## config.mk

```make
export PLATFORM = sky130hd
export DESIGN_NAME = vending_machine
export DESIGN_NICKNAME = d
export VERILOG_FILES = /design/src/rtl/vending_machine.sv
export SDC_FILE = /design/constraint.sdc
export NUM_CORES = 1
export LEC_CHECK = 0
export ABC_AREA = 1
export CORE_AREA = 4 4 41 43
export CTS_CLUSTER_DIAMETER = 50
export DETAILED_ROUTE_END_ITERATION = 6
export DIE_AREA = 0 0 45 47
export PLACE_DENSITY = 0.3
export SYNTH_ARGS = -nofsm -noshare
export SYNTH_HDL_FRONTEND = slang
export SYNTH_SLANG_ARGS = --single-unit
```

## constraint.sdc

```tcl
create_clock -name clk -period 1.6 [get_ports clk]
set_input_delay 0.32 -clock clk [delete_from_list [all_inputs] [get_ports clk]]
set_output_delay 0.32 -clock clk [all_outputs]
set_load 0.02 [all_outputs]
```

## src/rtl/vending_machine.sv

```systemverilog
// Three-unit vending FSM with registered dispense and change pulses.
// Optional VENDING_SALES_COUNT_EN adds an 8-bit wrapping sales counter.
module vending_machine #(
  parameter int PRICE = 3
) (
  output logic       choco_out,
  output logic       chng_out,
  input  logic       clk,
  input  logic       reset,
  input  logic       two_in,
  input  logic       one_in
`ifdef VENDING_SALES_COUNT_EN
  ,
  output logic [7:0] sales_cnt
`endif
);

  typedef enum logic [1:0] {
    S0 = 2'd0,
    S1 = 2'd1,
    S2 = 2'd2
  } state_t;

  localparam logic [2:0] PRICE_W = 3'(PRICE);
  localparam logic [2:0] OVER_W  = 3'(PRICE + 1);

  state_t     state_q, state_d;
  logic       choco_q, choco_d;
  logic       chng_q, chng_d;
  logic [2:0] coin;
  logic [2:0] sum;

  // two_in wins when both are high
  always_comb begin
    coin = 3'd0;
    if (two_in) begin
      coin = 3'd2;
    end else if (one_in) begin
      coin = 3'd1;
    end
  end

  assign sum = {1'b0, state_q} + coin;

  always_comb begin
    state_d = S0;
    choco_d = 1'b0;
    chng_d  = 1'b0;
    case (state_q)
      S0, S1, S2: begin
        if (sum < PRICE_W) begin
          state_d = state_t'(sum[1:0]);
        end else if (sum == PRICE_W) begin
          choco_d = 1'b1;
        end else if (sum == OVER_W) begin
          choco_d = 1'b1;
          chng_d  = 1'b1;
        end
      end
      default: begin
        state_d = S0;
      end
    endcase
  end

  always_ff @(posedge clk) begin
    if (!reset) begin
      state_q <= S0;
      choco_q <= 1'b0;
      chng_q  <= 1'b0;
    end else begin
      state_q <= state_d;
      choco_q <= choco_d;
      chng_q  <= chng_d;
    end
  end

  assign choco_out = choco_q;
  assign chng_out  = chng_q;

`ifdef VENDING_SALES_COUNT_EN
  logic [7:0] sales_q, sales_d;

  // counts alongside the pulse, so it steps on the same edge
  always_comb begin
    sales_d = sales_q;
    if (choco_d) begin
      sales_d = sales_q + 8'd1;
    end
  end

  always_ff @(posedge clk) begin
    if (!reset) begin
      sales_q <= 8'd0;
    end else begin
      sales_q <= sales_d;
    end
  end

  assign sales_cnt = sales_q;
`endif

endmodule

```

==> out/qor.yml, run 1 <==
logic_synthesis:
  ys_types: 9
  ys_seq_area_frac: 0.457
  syn_nets: 27
  synth-seq-cells: 4
  avgSynthCellArea_um2: 8.34
  syn_inst: 21
  yosys_warnings: 0
  netlist_area_um2: 175
setup_path:
  crit_fanout: 3
  cp_common_cell: "nand2_1"
  cp.buffers_inverters: 2
  worstSetupEndpointType: "flop"
  critPathRequiredTime_ns: 1.76
  startpoint_type: "input pin"
  cpMaxStageDelayCell: "fa_1"
  worstPathArrival_ns: 1.68
  slowest_delay_ns: 0.52
  crit_chain: "dlygate4sd2_1 -> inv_1 -> nor2_1 -> ha_2 -> fa_1 -> nand2_1 -> nand2_1 -> nor3_1"
  cp_top_family: "adder cells"
  critical_path_class: "in -> reg"
timing:
  period_share: 0.951
  fin_crit_ns: 1.52
  setup_tns_ns: 0
  rsz0062_at_grt: "no"
  finalClockSkew_ns: 0.00179
  maxSlewHeadroom: 0.857
  finalSetupViolations: 0
  timing.final.ws_setup_ns: 0.0777
  worst_slew_pin_slew_ns: 0.214
  hold_viol_final: 0
  finalMaxSlewViolations: 0
  max_freq_mhz: 657
pwr:
  peakVddDrop_v: 0.000258
  leakagePower_uw: 0.000126
  power_density_mw_per_mm2: 1140
floorplan:
  dieArea_mm2: 0.00212
  ioPinCount: 6
  initial_core_util: 0.135
  die_h_um: 47
  die_x_um: 45
  core_mm2: 0.00130
  rows: 13
clock_tree:
  cts_buffers: 3
  ctsResizeCount: 4
  cts_setup_buffers: 0
  cts.clk_slew.worst_paths_ns: 0.04
  cts_tree: "built"
  cts-hold-fix-buffers: 0
  cts_max_level: 1
  clk-insertion-delay-late_ns: 0.23
  cts.path.max_buffers: 2
  cts.sinks: 4
  clockRootBuffer: "clkbuf_4"
layout:
  most-common-layout-cells: "inv_1 (4), nand2_1 (4), dfxtp_1 (4)"
  syn2layout_area_growth_pct: 59.3
  final_cells: 45
  layout.nets: 38
  layout-drive-gt1-share: 0.200
  final_core_util: 0.214
  antennaDiodeCount: 0
  stdcell_area_um2: 279
run:
  maxCapViolations: 0
routing:
  drt-wirelength-per-cell_um: 7.80
  viasPerCell: 3.56
  drt_iter0_drc: 0
  antenna_left: 0
  drc: 0
  dr_total_vias: 160
  drt_wl_total_um: 351
  dr.pass1.iters: 1
placement:
  dp.cells: 42
  port_buffers: 5
  place.gp.congestion: 0.746
  place_ws_ns: -0.318
  post_dp_cell_area_um2: 251
outcome:
  status: "completed"
global_route:
  gr-total-overflow: 0
  grt_max_degree: 5
  antenna_found_initial: 0
  grtUsageTotal: 0.0427
  grt_pass1_vias: 154
  grt_pass1_wl_um: 558
min_path:
  hp-class: "reg -> reg"
area by class of cell:
class                      instances  area (um^2)
timing repair buffer               6         55.1
inverter                           4         15.0
tap                               15         18.8
multi-input combinational         13         87.6
fill                             157         1020
sequential                         4         80.1
clock buffer                       3         22.5
kinds of logic (layout without fill, tap and decap cells):
logic type / Yosys count / after routing / synth area share
AO/OA/AOI/OAI: 1 / 1 / 0.0285
adder cells (fa/ha/maj): 2 / 2 / 0.186
buffers and inverters: 4 / 13 / 0.0857
flip-flops: 4 / 4 / 0.457
AND/OR/NAND/NOR: 10 / 10 / 0.243
per-stage QoR:
stage	hold WS, ns	total power, uW
finish	0.607	319
global route	0.662	344
CTS	0.610	325
detailed placement	0.604	192
global placement	0.621	193
floorplan	0.508	165
report_power, final:
group          switching (uW)  internal, uW
registers                6.35           113
logic                    40.1          34.3
clock network            41.7          83.9
total                    88.2           231
state kept, by name (all words and copies together), names as in the netlist:
register   count
chng_out       1
choco_out      1
state_q        2
Yosys cell counts:
cell     n  share of area
ha_1     1          0.071
nor3_1   2          0.057
dfxtp_1  4           0.46
nor2_1   2          0.043
fa_1     1           0.11
nand3_1  2          0.057
a21oi_1  1          0.029
nand2_1  4          0.086
inv_1    4          0.086
metal layers:
| metal | wire length, um | vias to the layer above | GRT usage |
|---|---|---|---|
| met3 | 32 | 2 | 0.0383 |
| met2 | 163 | 4 | 0.0593 |
| met5 | 0 | - | 0 |
| met4 | 12 | 0 | 0.0526 |
| li1 | - | 84 | - |
| met1 | 142 | 70 | 0.0320 |
path summary, 6_finish.rpt:
kind / start / slack [ns] / endpoint / cells past startpoint
max: one_in / 0.08 / state_q[1] / 8
min reg2reg: state_q[0] / 0.61 / choco_out / 3
min: state_q[0] / 0.61 / choco_out / 3
max reg2reg: state_q[0] / 0.17 / state_q[1] / 5
worst register-to-register path: stages, from the launching register on:
cell and delay, ns:
dfxtp_1 0.31, ha_2 0.18, fa_1 0.52, nand2_1 0.09, nand2_1 0.07, nor3_1 0.18
Note: power is estimated with default switching activity, not from simulation.
==> run 2: changes to the inputs <==
CTS_CLUSTER_DIAMETER = 100   (was 50)
clock period = 1.53 ns   (was 1.6 ns; I/O delays follow)
==> run 2 against run 1 <==
Clock skew grew 0.0024 ns. Global-route usage up 0.31 points. Sequential share of layout area shrank 0.99 points. Largest power group unchanged. Worst hold slack better by 0.024 ns. Combinational power is 14% higher. Clock-buffer cell count unchanged. Register-to-register slack is essentially flat. First-iteration DRC count did not move. Critical path depth stayed put. Wire length rose by 6.0%. Non-clock buffer count unchanged.
==> out/qor.yml, run 2 (synthesis results as in run 1) <==
outcome:
  status: "completed"
clock_tree:
  clockRootBuffer: "clkbuf_4"
  clk-insertion-delay-late_ns: 0.23  # about the same
  cts_setup_buffers: 0  # unchanged
  cts_tree: "built"
  cts.sinks: 4  # unchanged
  cts.path.max_buffers: 2  # unchanged
  cts-hold-fix-buffers: 0  # unchanged
  cts_buffers: 3  # unchanged
  cts.clk_slew.worst_paths_ns: 0.04  # about the same
  cts_max_level: 1  # unchanged
setup_path:
  rr_worst_depth: 5  # unchanged
  critPathRequiredTime_ns: 1.69  # -0.07 ns
  startpoint_type: "input pin"
  r2r_slack_ns: 0.16  # about the same
  cp_common_cell: "nand2_1"
  critical_path_class: "in -> reg"
  worstSetupEndpointType: "flop"
  worstPathArrival_ns: 1.61  # -0.07 ns
  rr_endpoint: "state_q[0]"
  crit_chain: "dlygate4sd2_1 -> inv_1 -> nor2_1 -> ha_2 -> fa_1 -> nand2_1 -> nand2_1 -> nor3_2"
  cpMaxStageDelayCell: "fa_1"
  crit_fanout: 3  # unchanged
  r2r_start: "state_q[0]"
  slowest_delay_ns: 0.48  # -0.04 ns
timing:
  hold_viol_final: 0  # unchanged
  max_freq_mhz: 687
  finalMaxSlewViolations: 0  # unchanged
  finalClockSkew_ns: 0.00420  # +0.00240 ns
  period_share: 0.951
  fin_crit_ns: 1.45
  maxSlewHeadroom: 0.856  # -0.00112
  worst_slew_pin_slew_ns: 0.216  # +0.00167 ns
  finalSetupViolations: 0  # unchanged
layout:
  syn2layout_area_growth_pct: 65.0
  antennaDiodeCount: 0  # unchanged
  nFillCells: 156  # -0.64%
  final_core_util: 0.222  # +0.00769
  max_flop_register: "state_q"
  layout-drive-gt1-share: 0.267  # +0.0667
  largest_reg_flops: 2  # unchanged
  layout.nets: 38  # unchanged
  most-common-layout-cells: "inv_1 (4), nand2_1 (4), dfxtp_1 (4)"
run:
  maxCapViolations: 0  # unchanged
placement:
  place.gp.congestion: 0.790  # +5.9%
  port_buffers: 5  # unchanged
  dp_hpwl_um: 265
global_route:
  grtUsageTotal: 0.0458  # +0.00313
  antenna_found_initial: 0  # unchanged
  grt_pass1_wl_um: 607  # +8.8%
  gr-total-overflow: 0  # unchanged
  grt_max_degree: 5  # unchanged
  grt_pass1_vias: 152  # -1.3%
min_path:
  min-delay-start: "state_q[0]"
  worstHoldPathCells: 3  # unchanged
  hold_end: "chng_out"
  hp-class: "reg -> reg"
floorplan:
  ioPinCount: 6  # unchanged
  initial_core_util: 0.135  # unchanged
  rows: 13  # unchanged
  die_x_um: 45  # unchanged
  die_h_um: 47  # unchanged
  dieArea_mm2: 0.00212  # unchanged
  core_mm2: 0.00130  # unchanged
routing:
  dr_total_vias: 158  # -1.3%
  antenna_left: 0  # unchanged
  drt_iter0_drc: 0  # unchanged
  drt_wl_total_um: 372  # +6.0%
  drc: 0  # unchanged
  viasPerCell: 3.51  # -1.2%
  drt-wirelength-per-cell_um: 8.27  # +6.0%
  dr.pass1.iters: 1  # unchanged
pwr:
  power_density_mw_per_mm2: 1170  # +2.2%
  leakagePower_uw: 0.000128  # +2.0%
  fin_total_pwr_uw: 338  # +5.9%
  peakVddDrop_v: 0.000486  # +88%
-- run 2: changes by cell type in the layout (fill, tap and decap cells not counted) --
cell	previous run	this run
nor3_1	2	0
nor3_2	0	2
-- run 2: final cells by class --
class                           count  area (um^2)  share of cell area
Inverter                            4         15.0              0.0519
Tap cell                           15         18.8              0.0649
Clock buffer                        3         22.5              0.0779
Multi-Input combinational cell     13         97.6               0.338
Timing Repair Buffer                6         55.1               0.190
Sequential cell                     4         80.1               0.277
-- run 2: critical path, delay by kind of cell --
kind / cells / cell delay [ns]
buffers and inverters: 2 / 0.27
adders and majority gates: 2 / 0.65
and+or+nand+nor: 4 / 0.38
-- run 2: routing by layer --
metal,global-route usage,part of all wire
met4,0.0175,0
met3,0.0575,0.086
met2,0.0593,0.51
met1,0.0433,0.40
met5,0,0
-- run 2: worst max-delay path by stage --
stage | start | end | slack [ns]
global route | one_in | state_q[0] | -0.01
floorplan | one_in | choco_out | 0.18
finish | one_in | state_q[0] | 0.08
detailed placement | one_in | state_q[1] | -0.35
CTS | one_in | state_q[1] | 0.04
global placement | one_in | choco_out | -0.37
-- run 2: per-stage QoR --
step | worst slack, ns | std cells | hold slack (ns) | TNS [ns] | cell area, um^2
finish | 0.0754 | 45 | 0.631 | 0 | 289
global route | -0.0127 | 45 | 0.704 | -0.0210 | 289
CTS | 0.0370 | 45 | 0.601 | 0 | 279
detailed placement | -0.353 | 42 | 0.596 | -1.36 | 251
global placement | -0.368 | 42 | 0.616 | -1.42 | 251
floorplan | 0.178 | 21 | 0.494 | 0 | 175
-- run 2: power breakdown --
group	internal [uW]	switching, uW	total, uW
sequential	118	6.98	125
clock	87.5	40.2	128
combinational	38.1	47.1	85.1
total	243	94.3	338
-- run 2: timing repair --
action,CTS,global route
pin swaps,6,2
resized for setup,4,2
setup endpoints to repair,4,4
==> run 3: changes to the inputs <==
ABC_AREA = not set   (was 1)
PLACE_DENSITY = 0.31   (was 0.3)
==> run 3 against run 2 <==
First-iteration DRC count up 3. Critical path type is now reg -> reg. Synthesized cell count down 33%. Clock skew down 0.0012 ns. Worst hold slack worse by 0.024 ns. Sequential power down 5%. Cell area up 12%. Die area unchanged. Critical endpoint is now choco_out.
==> out/qor.yml, run 3 <==
placement:
  place.gp.congestion: 0.640  # -19%
  dp.cells: 38  # -9.5%
  post_dp_cell_area_um2: 283  # +12%
  port_buffers: 5  # unchanged
logic_synthesis:
  ys_types: 10  # +1
  yosys.area_share.simple: 0.241  # -0.00148
  async_reset_ff_frac: 0  # unchanged
  synthFlopType: "dfxtp_1"
  synth_compound_area_frac: 0.138  # +0.109
  synth_top_family_by_area: "simple AND/OR/NAND/NOR gates"
  syn_inst: 14  # -33%
  netlist_area_um2: 181  # +3.6%
  yosysTopAreaCellShare: 0.441  # -0.0158
  ys_seq_area_frac: 0.441  # -0.0158
  yosys-top-cells-area: "dfxtp_1 (44%), fa_1 (11%), nor4b_1 (9.7%)"
  synth_top_area_cell: "dfxtp_1"
  synth-seq-cells: 4  # unchanged
  syn_nets: 20  # -26%
  synth_xor_area_frac: 0  # unchanged
  synthTopCellsByCount: "dfxtp_1 (4), nor4b_1 (2)"
  yosys_warnings: 0  # unchanged
  synthMostInstantiatedCell: "dfxtp_1"
  synth_fa_ha_area_frac: 0.179  # -0.00640
  avgSynthCellArea_um2: 13.0  # +55%
  synth_mux_area_frac: 0  # unchanged
  synth_edf_count: 0  # unchanged
clock_tree:
  cts.sinks: 4  # unchanged
  cts_max_level: 1  # unchanged
  cts.clk_slew.worst_paths_ns: 0.04  # about the same
  clk-insertion-delay-late_ns: 0.23  # about the same
  cts_buffers: 3  # unchanged
  clockRootBuffer: "clkbuf_4"
  cts_tree: "built"
  cts.path.max_buffers: 2  # unchanged
  cts-hold-fix-buffers: 0  # unchanged
setup_path:
  slowest_delay_ns: 0.45  # -0.03 ns
  cpMaxStageDelayCell: "fa_1"
  rr_worst_depth: 4  # -1
  critical_path_class: "reg -> reg"
  startpoint_type: "flop"
  worstSetupEndpointType: "flop"
  r2r_start: "state_q[0]"
  rr_endpoint: "choco_out"
  crit_chain: "ha_4 -> fa_1 -> or3b_4 -> a21oi_2"
  cp_top_family: "adder cells"
  cp.buffers_inverters: 0  # -2
  crit_fanout: 2  # -1
  r2r_slack_ns: 0.04  # -0.12 ns
  worstPathArrival_ns: 1.66  # +0.05 ns
  critPathRequiredTime_ns: 1.70  # about the same
layout:
  layout.nets: 34  # -11%
  final_common_cell: "buf_4"
  max_flop_register: "state_q"
  final_cells: 41  # -8.9%
  layout-drive-gt1-share: 0.615  # +0.349
  syn2layout_area_growth_pct: 77.9
  largest_reg_flops: 2  # unchanged
  antennaDiodeCount: 0  # unchanged
  most-common-layout-cells: "buf_4 (4), dfxtp_1 (3), clkbuf_4 (3), clkdlybuf4s50_1 (3), buf_2 (2)"
  stdcell_area_um2: 323  # +12%
min_path:
  worstHoldPathCells: 2  # -1
  hold_end: "choco_out"
  min-delay-start: "state_q[1]"
  hp-class: "reg -> reg"
floorplan:
  initial_core_util: 0.139  # +0.00481
  ioPinCount: 6  # unchanged
  die_h_um: 47  # unchanged
  die_x_um: 45  # unchanged
  rows: 13  # unchanged
  dieArea_mm2: 0.00212  # unchanged
  core_mm2: 0.00130  # unchanged
routing:
  dr_total_vias: 150  # -5.1%
  dr.pass1.iters: 4  # +3
  viasPerCell: 3.66  # +4.2%
  drc: 0  # unchanged
  drt_wl_total_um: 367  # -1.3%
  drt_iter0_drc: 3  # +3
  antenna_left: 0  # unchanged
  drt-wirelength-per-cell_um: 8.95  # +8.3%
global_route:
  antenna_found_initial: 0  # unchanged
  gr-total-overflow: 0  # unchanged
  grtUsageTotal: 0.0468  # +0.000901
  grt_pass1_vias: 171  # +13%
  grt_max_degree: 5  # unchanged
  grt_pass1_wl_um: 655  # +7.9%
timing:
  fin_hold_ws_ns: 0.607  # -0.0241 ns
  finalClockSkew_ns: 0.00300  # -0.00120 ns
  hold_viol_final: 0  # unchanged
  period_share: 0.971  # +0.0204
  max_freq_mhz: 673  # -2.1%
  maxSlewHeadroom: 0.852  # -0.00400
  finalMaxSlewViolations: 0  # unchanged
  finalSetupViolations: 0  # unchanged
  worst_slew_pin_slew_ns: 0.220  # +0.00358 ns
  rsz0062_at_grt: "no"
  fin_crit_ns: 1.49  # +0.0313 ns
pwr:
  peakVddDrop_v: 0.000358  # -26%
  leakagePower_uw: 0.000129  # +0.71%
  power_density_mw_per_mm2: 988  # -15%
run:
  maxCapViolations: 0  # unchanged
outcome:
  status: "completed"
==> run 3: cell count changes after synthesis <==
cell	before	now
nor2b_1	0	1
or3b_1	0	1
nor3_1	2	0
nand2_1	4	0
a21oi_1	1	0
a21bo_4	0	1
nand3_1	2	0
a21oi_2	0	1
inv_1	4	0
nor2_1	2	1
nand3b_1	0	1
nor4b_1	0	2
==> run 3: worst max-delay path by stage <==
stage                     startpoint  cells past startpoint  slack (ns)   endpoint
after global routing      state_q[0]                      4      0.0009  choco_out
after floorplan               one_in                      5       -0.08  choco_out
after detailed placement      one_in                      6       -0.56  choco_out
after global placement        one_in                      6       -0.56  choco_out
final                     state_q[0]                      4        0.04  choco_out
after CTS                 state_q[0]                      4       -0.05  choco_out
==> run 3: stage by stage <==
| stage | power [uW] | util | setup TNS (ns) | setup WS, ns |
|---|---|---|---|---|
| after floorplan | 151 | - | -0.150 | -0.0831 |
| after global placement | 187 | 0.217 | -2.01 | -0.565 |
| after detailed placement | 186 | 0.217 | -2.01 | -0.557 |
| after CTS | 326 | 0.248 | -0.0527 | -0.0476 |
| after global routing | 339 | 0.248 | 0 | 0.000925 |
| final | 319 | 0.248 | 0 | 0.0441 |
==> run 3: metal layers <==
layer  GRT usage  vias up  routed length (um)
li1            -       76                   -
met1      0.0459       70                 141
met2      0.0650        4                 201
met3      0.0383        0                  24
met4      0.0351        0                   0
met5           0        -                   0
==> run 3: cells by family after synthesis <==
kind of cell	Yosys count
compound gates	2
flops	4
simple gates	6
fa+ha+maj	2
==> run 3: timing repair <==
item,in CTS,in global routing
pin swaps,5,3
gates resized for setup,11,2
setup endpoints to repair,4,4
setup buffers,0,0
cloned,0,0
==> run 3: cell type report <==
cell class                      instances  area, um^2
Fill cell                             141         978
Multi-Input combinational cell         10         130
Sequential cell                         4        81.3
Timing Repair Buffer                    9        70.1
Clock buffer                            3        22.5
Tap cell                               15        18.8
==> run 3: worst register-to-register path, cell delays in order (launching register included) <==
cell and delay (ns):
dfxtp_2 0.32, ha_4 0.15, fa_1 0.45, or3b_4 0.39, a21oi_2 0.11
==> run 3: report_power, final <==
| group | switching, uW | internal, uW |
|---|---|---|
| clock network | 40.9 | 87.6 |
| registers | 5.65 | 113 |
| logic | 27.7 | 44.0 |
